`src/rtl/pattern_scan_ctrl_if.sv`:
```
`default_nettype none
// ============================================================================
// Module   : pattern_scan_ctrl_if
// Purpose  : Groups the configuration handshake, scan control, serial input
//            and status outputs of pattern_scan_ctrl into one bundle.
// Ports    : master - host side (drives cfg_*, start, abort, bit_valid, signal)
//            slave  - controller side (drives cfg_ready, cfg_err, out, busy,
//                     done, match_count)
// Revision : 1.0 - initial release
// ============================================================================
interface pattern_scan_ctrl_if #(
  parameter int MAX_LEN = 8,
  parameter int CNT_W   = 8
);
  localparam int LEN_W = $clog2(MAX_LEN) + 1;

  logic               cfg_valid;
  logic               cfg_ready;
  logic [MAX_LEN-1:0] cfg_pattern;
  logic [LEN_W-1:0]   cfg_len;
  logic [CNT_W-1:0]   cfg_limit;
  logic               cfg_err;
  logic               start;
  logic               abort;
  logic               bit_valid;
  logic               signal;
  logic               out;
  logic               busy;
  logic               done;
  logic [CNT_W-1:0]   match_count;

  modport master (
    output cfg_valid, cfg_pattern, cfg_len, cfg_limit, start, abort,
           bit_valid, signal,
    input  cfg_ready, cfg_err, out, busy, done, match_count
  );

  modport slave (
    input  cfg_valid, cfg_pattern, cfg_len, cfg_limit, start, abort,
           bit_valid, signal,
    output cfg_ready, cfg_err, out, busy, done, match_count
  );
endinterface
`default_nettype wire

```
`src/rtl/pattern_scan_ctrl.sv`:
```
`default_nettype none
// ============================================================================
// Module   : pattern_scan_ctrl
// Purpose  : Reconfigurable overlapping Moore sequence detector for a serial
//            bit stream. Accepts pattern/length/limit over a valid/ready
//            handshake, scans on start, counts overlapping matches and stops
//            on a match limit or abort.
// Ports    : clk  - clock, rising edge
//            rst  - asynchronous active-high reset
//            bus  - pattern_scan_ctrl_if.slave (config handshake, control,
//                   serial bit input, out/busy/done/match_count status)
// Revision : 1.0 - initial release
// ============================================================================
module pattern_scan_ctrl #(
  parameter int MAX_LEN = 8,
  parameter int CNT_W   = 8
) (
  input  logic                clk,
  input  logic                rst,
  pattern_scan_ctrl_if.slave  bus
);

  localparam int               LEN_W   = $clog2(MAX_LEN) + 1;
  localparam logic [LEN_W-1:0] LEN_MAX = LEN_W'(MAX_LEN);
  localparam logic [CNT_W-1:0] CNT_MAX = '1;

  localparam logic [1:0] ST_IDLE = 2'd0;
  localparam logic [1:0] ST_SCAN = 2'd1;
  localparam logic [1:0] ST_DONE = 2'd2;

  logic [1:0]         state_q, state_d;
  logic [MAX_LEN-1:0] pattern_q;
  logic [LEN_W-1:0]   len_q;
  logic [CNT_W-1:0]   limit_q;
  logic               cfg_ok_q;
  logic [MAX_LEN-1:0] hist_q, hist_d;
  logic [LEN_W-1:0]   fill_q, fill_d;
  logic [CNT_W-1:0]   count_q, count_d;
  logic               out_q;
  logic               err_q;

  logic               cfg_fire;
  logic               cfg_legal;
  logic               cfg_take;
  logic               scan_go;
  logic               bit_take;
  logic [MAX_LEN-1:0] len_mask;
  logic               hit;
  logic               limit_hit;

  // --------------------------------------------------------------------------
  // Handshake / scan qualifiers and match detection
  // --------------------------------------------------------------------------
  always_comb begin
    cfg_fire  = bus.cfg_valid && (state_q == ST_IDLE);
    cfg_legal = (bus.cfg_len != '0) && (bus.cfg_len <= LEN_MAX);
    cfg_take  = cfg_fire && cfg_legal;
    // A legal config offered together with start is usable by that scan,
    // since the config registers load on the same edge SCAN is entered.
    scan_go   = (state_q == ST_IDLE) && bus.start && (cfg_ok_q || cfg_take);
    // Abort wins over a same-cycle bit; that bit is dropped.
    bit_take  = (state_q == ST_SCAN) && bus.bit_valid && !bus.abort;
  end

  always_comb begin
    hist_d = {hist_q[MAX_LEN-2:0], bus.signal};
    fill_d = (fill_q == LEN_MAX) ? fill_q : fill_q + LEN_W'(1);
    for (int i = 0; i < MAX_LEN; i++) begin
      len_mask[i] = (i < int'(len_q));
    end
    hit       = bit_take && (fill_d >= len_q) &&
                (((hist_d ^ pattern_q) & len_mask) == '0);
    count_d   = (count_q == CNT_MAX) ? count_q : count_q + CNT_W'(1);
    limit_hit = hit && (limit_q != '0) && (count_d == limit_q);
  end

  // --------------------------------------------------------------------------
  // FSM: state register
  // --------------------------------------------------------------------------
  always_ff @(posedge clk or posedge rst) begin
    if (rst) begin
      state_q <= ST_IDLE;
    end else begin
      state_q <= state_d;
    end
  end

  // --------------------------------------------------------------------------
  // FSM: next state
  // --------------------------------------------------------------------------
  always_comb begin
    state_d = state_q;
    case (state_q)
      ST_IDLE: if (scan_go) state_d = ST_SCAN;
      ST_SCAN: begin
        if (bus.abort)      state_d = ST_IDLE;
        else if (limit_hit) state_d = ST_DONE;
      end
      ST_DONE: state_d = ST_IDLE;
      default: state_d = ST_IDLE;
    endcase
  end

  // --------------------------------------------------------------------------
  // FSM: state-decoded outputs
  // --------------------------------------------------------------------------
  always_comb begin
    bus.cfg_ready = 1'b0;
    bus.busy      = 1'b0;
    bus.done      = 1'b0;
    case (state_q)
      ST_IDLE: bus.cfg_ready = 1'b1;
      ST_SCAN: bus.busy      = 1'b1;
      ST_DONE: bus.done      = 1'b1;
      default: ;
    endcase
  end

  assign bus.out         = out_q;
  assign bus.cfg_err     = err_q;
  assign bus.match_count = count_q;

  // --------------------------------------------------------------------------
  // Configuration and detection datapath
  // --------------------------------------------------------------------------
  always_ff @(posedge clk or posedge rst) begin
    if (rst) begin
      pattern_q <= '0;
      len_q     <= '0;
      limit_q   <= '0;
      cfg_ok_q  <= 1'b0;
      hist_q    <= '0;
      fill_q    <= '0;
      count_q   <= '0;
      out_q     <= 1'b0;
      err_q     <= 1'b0;
    end else begin
      err_q <= cfg_fire && !cfg_legal;

      if (cfg_take) begin
        pattern_q <= bus.cfg_pattern;
        len_q     <= bus.cfg_len;
        limit_q   <= bus.cfg_limit;
        cfg_ok_q  <= 1'b1;
      end

      if (scan_go) begin
        hist_q  <= '0;
        fill_q  <= '0;
        count_q <= '0;
        out_q   <= 1'b0;
      end else if (bit_take) begin
        // History is never cleared on a match, so matches may overlap.
        hist_q <= hist_d;
        fill_q <= fill_d;
        out_q  <= hit;
        if (hit) count_q <= count_d;
      end else if (((state_q == ST_SCAN) && bus.abort) || (state_q == ST_DONE)) begin
        // Leaving for IDLE; count and config are kept for inspection.
        out_q <= 1'b0;
      end
    end
  end

endmodule
`default_nettype wire

```
`src/flat_wrapper.sv`:
```
// flat-port wrapper written by rule: the top's interface ports become plain ports
module pattern_scan_ctrl_flat 
#(
  parameter int MAX_LEN = 8,
  parameter int CNT_W   = 8
)
  (clk, rst, bus_cfg_valid, bus_cfg_pattern, bus_cfg_len, bus_cfg_limit, bus_start, bus_abort, bus_bit_valid, bus_signal, bus_cfg_ready, bus_cfg_err, bus_out, bus_busy, bus_done, bus_match_count);
  pattern_scan_ctrl_if #(.MAX_LEN(MAX_LEN), .CNT_W(CNT_W)) bus_i ();
  input  logic clk;
  input  logic rst;
  input wire logic [$bits(bus_i.cfg_valid)-1:0] bus_cfg_valid;
  input wire logic [$bits(bus_i.cfg_pattern)-1:0] bus_cfg_pattern;
  input wire logic [$bits(bus_i.cfg_len)-1:0] bus_cfg_len;
  input wire logic [$bits(bus_i.cfg_limit)-1:0] bus_cfg_limit;
  input wire logic [$bits(bus_i.start)-1:0] bus_start;
  input wire logic [$bits(bus_i.abort)-1:0] bus_abort;
  input wire logic [$bits(bus_i.bit_valid)-1:0] bus_bit_valid;
  input wire logic [$bits(bus_i.signal)-1:0] bus_signal;
  output wire logic [$bits(bus_i.cfg_ready)-1:0] bus_cfg_ready;
  output wire logic [$bits(bus_i.cfg_err)-1:0] bus_cfg_err;
  output wire logic [$bits(bus_i.out)-1:0] bus_out;
  output wire logic [$bits(bus_i.busy)-1:0] bus_busy;
  output wire logic [$bits(bus_i.done)-1:0] bus_done;
  output wire logic [$bits(bus_i.match_count)-1:0] bus_match_count;
  assign bus_i.cfg_valid = bus_cfg_valid;
  assign bus_i.cfg_pattern = bus_cfg_pattern;
  assign bus_i.cfg_len = bus_cfg_len;
  assign bus_i.cfg_limit = bus_cfg_limit;
  assign bus_i.start = bus_start;
  assign bus_i.abort = bus_abort;
  assign bus_i.bit_valid = bus_bit_valid;
  assign bus_i.signal = bus_signal;
  assign bus_cfg_ready = bus_i.cfg_ready;
  assign bus_cfg_err = bus_i.cfg_err;
  assign bus_out = bus_i.out;
  assign bus_busy = bus_i.busy;
  assign bus_done = bus_i.done;
  assign bus_match_count = bus_i.match_count;
  pattern_scan_ctrl #(.MAX_LEN(MAX_LEN), .CNT_W(CNT_W)) u_core (.clk(clk), .rst(rst), .bus(bus_i));
endmodule
```
`config.mk`:
```
export PLATFORM = sky130hd
export DESIGN_NAME = pattern_scan_ctrl_flat
export DESIGN_NICKNAME = d
export VERILOG_FILES = /design/src/rtl/pattern_scan_ctrl_if.sv /design/src/rtl/pattern_scan_ctrl.sv /design/src/flat_wrapper.sv
export SDC_FILE = /design/constraint.sdc
export NUM_CORES = 1
export LEC_CHECK = 0
export CAP_MARGIN = 15
export CORE_MARGIN = 2
export CORE_UTILIZATION = 53
export DETAILED_ROUTE_END_ITERATION = 7
export PLACE_DENSITY = 0.79
export SYNTH_ARGS = -nofsm -noshare
export SYNTH_HDL_FRONTEND = slang
export SYNTH_SLANG_ARGS = --single-unit
```
`constraint.sdc`:
```
create_clock -name clk -period 3 [get_ports clk]
set_input_delay 0.3 -clock clk [delete_from_list [all_inputs] [get_ports clk]]
set_output_delay 0.3 -clock clk [all_outputs]
set_load 0.03 [all_outputs]
```
# Yosys cells after proc, flatten, opt, wreduce, memory -nomap -nowiden
# Cells that the tools add are included.
[word_totals]
mem_bits_ro = 0
ramBits = 0
elab_cells = 76
latch_bits = 0
input_bits = 27
ff_bits = 44
mem_count = 0
output_inout_bits = 13
[op_classes]
reduce_logical = 26
addsub = 2
div_mod_pow = 0
n_shift = 0
bitwise_logic = 2
order_cmp = 10
multipliers = 0
n_mux = 19
n_eq_ne = 7
[ops]
columns = ["operator", "count"]
rows = [
  ["$mux W8", 4],
  ["$lt A3 B4 Y1 const A", 4],
  ["$mux W7", 2],
  ["$logic_and A1 B1 Y1", 13],
  ["$mux W4", 3],
  ["$add A8 B1 Y8 const B", 1],
  ["$and A8 B8 Y8", 1],
  ["$eq A8 B8 Y1", 1],
  ["$eq A8 B8 Y1 const B", 1],
  ["$logic_not A8 Y1", 1],
  ["$lt A1 B4 Y1 const A", 2],
  ["$lt A2 B4 Y1 const A", 2],
  ["$reduce_bool A8 Y1", 1],
  ["$xor A8 B8 Y8", 1],
  ["$mux W1", 6],
  ["$mux W2", 3],
  ["$add A4 B1 Y4 const B", 1],
  ["$eq A4 B4 Y1 const B", 1],
  ["$ge A4 B4 Y1", 1],
  ["$le A4 B4 Y1 const B", 1],
  ["$pmux W2 S2", 1],
  ["$reduce_and A2 Y1", 2],
  ["$reduce_bool A2 Y1", 2],
  ["$reduce_bool A4 Y1", 1],
  ["other kinds (8)", 10],
]

# Longest topological paths before layout
[depth]
depth_word = 10
depth_mapped = 13
mapped_depth_nobuf = 12

# Worst setup path after synthesis
# Ideal clock, no wire load.
[synth_path]
path_kind = "register -> register"
from = "register u_core.fill_q[0]"
to = "register u_core.count_q[1] (netlist: u_core.bus.match_count[1])"
path_stages_with_launch = 13
required_ps = 2875
path_buffers = 0
period_less_slack_ps = 2323
t_arrival_ps = 2199
setup_time_ps = 125
slack_ps = 677
cell_sequence = "dfrtp_1 inv_1 ha_1 nand2_1 nor2_1 xnor2_1 ha_1 nor2b_1 o21ai_0 a21oi_1 a211oi_2 and2b_2 mux2_2"
[synth_between]
elab_chain_cells = 7
[synth_lines]
columns = ["element", "line", "rtl"]
rows = [
  ["start, declared", "pattern_scan_ctrl.sv:37", "logic [LEN_W-1:0] fill_q, fill_d;"],
  ["start signal, assigned", "pattern_scan_ctrl.sv:155", "fill_q <= fill_d;"],
  ["$add A4 B1 Y4 / $eq A4 B4 Y1 (equally long branches)", "pattern_scan_ctrl.sv:67", "fill_d = (fill_q == LEN_MAX) ? fill_q : fill_q + LEN_W'(1);"],
  ["$mux W4 (*)", "pattern_scan_ctrl.sv:67", ""],
  ["$ge A4 B4 Y1 (*)", "pattern_scan_ctrl.sv:71", "hit = bit_take && (fill_d >= len_q) &&"],
  ["$logic_and A1 B1 Y1 (*) (2 in a row)", "pattern_scan_ctrl.sv:71", ""],
  ["$reduce_bool A2 Y1 (no source line) (*)", "--", ""],
  ["$reduce_and A2 Y1 (no source line) (*)", "--", ""],
  ["end signal, assigned", "pattern_scan_ctrl.sv:157", "if (hit) count_q <= count_d;"],
  ["end, declared", "pattern_scan_ctrl.sv:38", "logic [CNT_W-1:0] count_q, count_d;"],
]
# Every way passes the cells marked *; elsewhere a longest branch is shown, timed or not.
# A chain may end at the register's enable or synchronous reset.

# Final worst setup path
[layout_path]
from = "register u_core.fill_q[0]"
to = "register u_core.state_q[0]"
[layout_between]
elab_chain_cells = 9
[layout_lines]
columns = ["element", "line", "rtl"]
rows = [
  ["$add A4 B1 Y4 / $eq A4 B4 Y1 (equally long branches)", "pattern_scan_ctrl.sv:67", ""],
  ["$mux W4 (*)", "pattern_scan_ctrl.sv:67", ""],
  ["$ge A4 B4 Y1 (*)", "pattern_scan_ctrl.sv:71", ""],
  ["$logic_and A1 B1 Y1 (*) (2 in a row)", "pattern_scan_ctrl.sv:71", ""],
  ["$logic_and A1 B1 Y1 (*) (2 in a row)", "pattern_scan_ctrl.sv:74", "limit_hit = hit && (limit_q != '0) && (count_d == limit_q);"],
  ["$ne A3 B2 Y1 (no source line) (*)", "--", ""],
  ["$reduce_and A2 Y1 (no source line) (*)", "--", ""],
  ["end signal, assigned", "pattern_scan_ctrl.sv:84", "state_q <= state_d;"],
  ["end, declared", "pattern_scan_ctrl.sv:31", "logic [1:0] state_q, state_d;"],
]
# Marks and branches as above.

==> impl_metrics.csv <==
group,metric,value,unit
synthesis,synth_edf_count,0,
floorplanning,pin_count,40,
synthesis,async_reset_ff_frac,1.00,
layout,fin_util,0.680,
floorplanning,die-area,5280,um2
power,ir_worst_vdd,0.311,mV
route,drc,0,
job,drv_cap,0,
layout,area_delta_synth_final,21.0,%
layout,drive_gt1_frac,0.164,
layout,nNetsFinal,309,
synthesis,synth-compound-area-share,0.149,
placement,port_buffers,39,
cts,cts_tree,"built",
route,antenna_left,0,
cts,cts_buffers,5,
setup_path,endpoint_kind,"flip-flop",
sta,finalClockSkew,0.0113,ns
cts,cts_resized,0,
synthesis,ys_types,50,
sta,setup_violations,0,
global_routing,antenna_found_initial,0,
route,route.final.wire_length,4870,um
placement,dp.cells,320,
synthesis,synth.top_cell.area_share,0.440,
power,p_seq_frac,0.476,
power,power,1.71,mW
synthesis,syn_area_per_cell,10.6,um2
cts,clk_pin_slew_worst_paths,0.08,ns
setup_path,timing.rr.end,"u_core.state_q[0]",
cts,root_buffer,"clkbuf_8",
cts,h-tree-depth,2,
synthesis,synth_area,2500,um2
cts,cts.repair_timing.setup_buffer_count,0,
synthesis,synth_top_family_by_area,"simple AND/OR/NAND/NOR gates",
cts,cts_sinks,44,
route,first_pass_iters,4,
synthesis,synth_mux_area_frac,0.126,
power,p_leak,1.27,nW
synthesis,synthAdderAreaFrac,0.0350,
sta,min_period,2.54,ns
synthesis,synth.most_common_cell,"dfrtp_1",
floorplanning,die_h,72.7,um
setup_path,cp.required,3.18,ns
outcome,outcome,"complete, no violations",
synthesis,synth_top_cell_by_area,"dfrtp_1",
route,avgRoutedWirePerCell,14.9,um
synthesis,synth-xor-area-share,0.0631,
sta,fin_crit_sh,0.846,
setup_path,arrival,2.72,ns
layout,diodes,0,
placement,preCtsSetupSlack,0.346,ns
floorplanning,start_util,0.563,
route,dr_total_vias,1927,
sta,slew_violations,0,
route,viasPerCell,5.89,
global_routing,grt_pass1_vias,1871,
floorplanning,core.rowCount,24,
synthesis,ys_warn_count,0,
synthesis,synth_common_cells,"dfrtp_1 (44), nor2_1 (21), mux2_2 (20)",
power,clockPowerShare,0.233,
layout,layout.cells.non_filler,327,
sta,max_clock_freq,394,MHz
sta,layout_setup_ws,0.463,ns
global_routing,grt_pass1_wl,8510,um
synthesis,synth-simple-area-share,0.150,
sta,hold_viol_final,0,
placement,place.gp.congestion,0.949,
power,p_int,1.17,mW
synthesis,syn-num-nets,270,
floorplanning,die_x,72.7,um
power,p_switching,0.544,mW
sta,rsz0062_at_grt,"no",
power,combPwrFrac,0.291,
cts,clockBufferDepth,2,
setup_path,path_max_fanout,13,
global_routing,overflow,0,
synthesis,synthTopCellsByArea,"dfrtp_1 (44%), mux2_2 (9.0%), mux2i_1 (3.6%)",
route,drt_first_iter_violations,178,
sta,worst_pin_slew,0.847,ns
synthesis,synth_flop_cell,"dfrtp_1",
floorplanning,core_area,4440,um2
global_routing,grt_usage,0.204,
global_routing,grt_max_degree,45,
min_path,hold_class,"input port to asynchronous set/reset pin",
sta,setup_tns,0,ns
placement,hpwl,3620,um
synthesis,yosysSeqAreaShare,0.440,
setup_path,criticalPathCategory,"flip-flop to flip-flop",
setup_path,r2r_start,"u_core.fill_q[0]",
synthesis,synth-seq-cells,44,
sta,slew_headroom,0.436,
cts,clkLatencyLatePin,0.30,ns
power,powerDensity,566,nW/um2
synthesis,synthCells,236,
layout,fill_cells,335,
setup_path,critPathLaunchType,"flip-flop",
power,swShare,0.318,
setup_path,rr_worst_depth,13,
cts,cts_hold_buf,0,
setup_path,reg2reg_slack,0.46,ns
[routing by layer]
layer  up-vias  global-route usage  part of all wire
li1        943                   -                 -
met1       930               0.283              0.49
met2        45               0.321              0.45
met3         9              0.0442             0.038
met4         0              0.0638             0.018
met5         -                   0                 0
[cell families after synthesis]
kind of cell             after synthesis
AO/OA/AOI/OAI                         49
XOR/XNOR                              18
adder cells (fa/ha/maj)                7
buffers and inverters                 20
flip-flops                            44
multiplexers                          29
AND/OR/NAND/NOR                       69
[area by class of cell]
type	count	area, um2	area share
multi-input cells	172	1310	0.432
flip-flops and latches	44	1100	0.364
repair buffers	43	420	0.139
clock buffers	7	96.3	0.0319
well taps	52	65.1	0.0215
inverters	9	33.8	0.0112
[cells in the final DEF (no fill, tap or decap), types with 2 or more instances in the layout]
cell type / count
and2_1: 2
xor2_1: 10
a21oi_1: 14
nand3_1: 5
a311oi_2: 4
nor3_1: 5
ha_1: 7
o211ai_1: 3
mux2_2: 20
o21ai_0: 6
o2111ai_1: 3
nor2b_1: 6
a21oi_2: 4
or4_1: 3
a31oi_1: 2
clkdlybuf4s50_1: 39
nand2b_1: 2
clkbuf_8: 7
or3_1: 3
and3_1: 6
buf_4: 4
mux2i_1: 9
nor2_1: 21
nand2_1: 7
inv_1: 9
xnor2_1: 8
dfrtp_1: 44
[sequential cells by signal (all words and copies together), names as in the netlist]
register	cells
u_core.state_q	2
u_core.bus.out	1
u_core.limit_q	8
u_core.pattern_q	8
u_core.cfg_ok_q	1
u_core.len_q	4
u_core.hist_q	7
u_core.fill_q	4
u_core.bus.cfg_err	1
u_core.bus.match_count	8
[critical path: stages (launching register included)]
cell      delay [ns]
dfrtp_1         0.41
inv_1           0.13
ha_1            0.16
nand2_1         0.07
nand2_1         0.07
mux2i_1         0.10
ha_1            0.32
nand2_1         0.05
o21ai_0         0.15
a21oi_1         0.10
a211oi_2        0.18
buf_4           0.25
nor4b_2         0.33
o21bai_1        0.09
[stage by stage]
| stage | cell area (um2) | hold WS (ns) |
|---|---|---|
| 3_3_place_gp | 2930 | 0.446 |
| 6_report | 3020 | 0.455 |
| 4_1_cts | 3020 | 0.479 |
| 3_5_place_dp | 2930 | 0.489 |
| 5_1_grt | 3020 | 0.524 |
| 2_1_floorplan | 2500 | 0.395 |
[power by group through the flow]
stage / Combinational [mW] / Clock, mW / Sequential [mW]
finish: 0.499 / 0.398 / 0.815
global route: 0.558 / 0.433 / 0.834
CTS: 0.502 / 0.407 / 0.814
detailed placement: 0.501 / 0 / 0.826
global placement: 0.483 / 0 / 0.821
floorplan: 0.371 / 0 / 0.800
[how the worst max path moves through the flow]
stage | startpoint | endpoint | slack, ns | cells after the start
2_1_floorplan | u_core.fill_q[0] | u_core.bus.match_count[1] | 0.68 | 12
3_3_place_gp | bus_cfg_len[0] | u_core.bus.match_count[1] | 0.48 | 7
3_5_place_dp | bus_cfg_len[0] | u_core.bus.match_count[1] | 0.35 | 7
4_1_cts | u_core.fill_q[0] | u_core.state_q[0] | 0.46 | 13
5_1_grt | u_core.fill_q[0] | u_core.state_q[0] | 0.23 | 13
6_report | u_core.fill_q[0] | u_core.state_q[0] | 0.46 | 13
(Power assumes the default switching activity.)
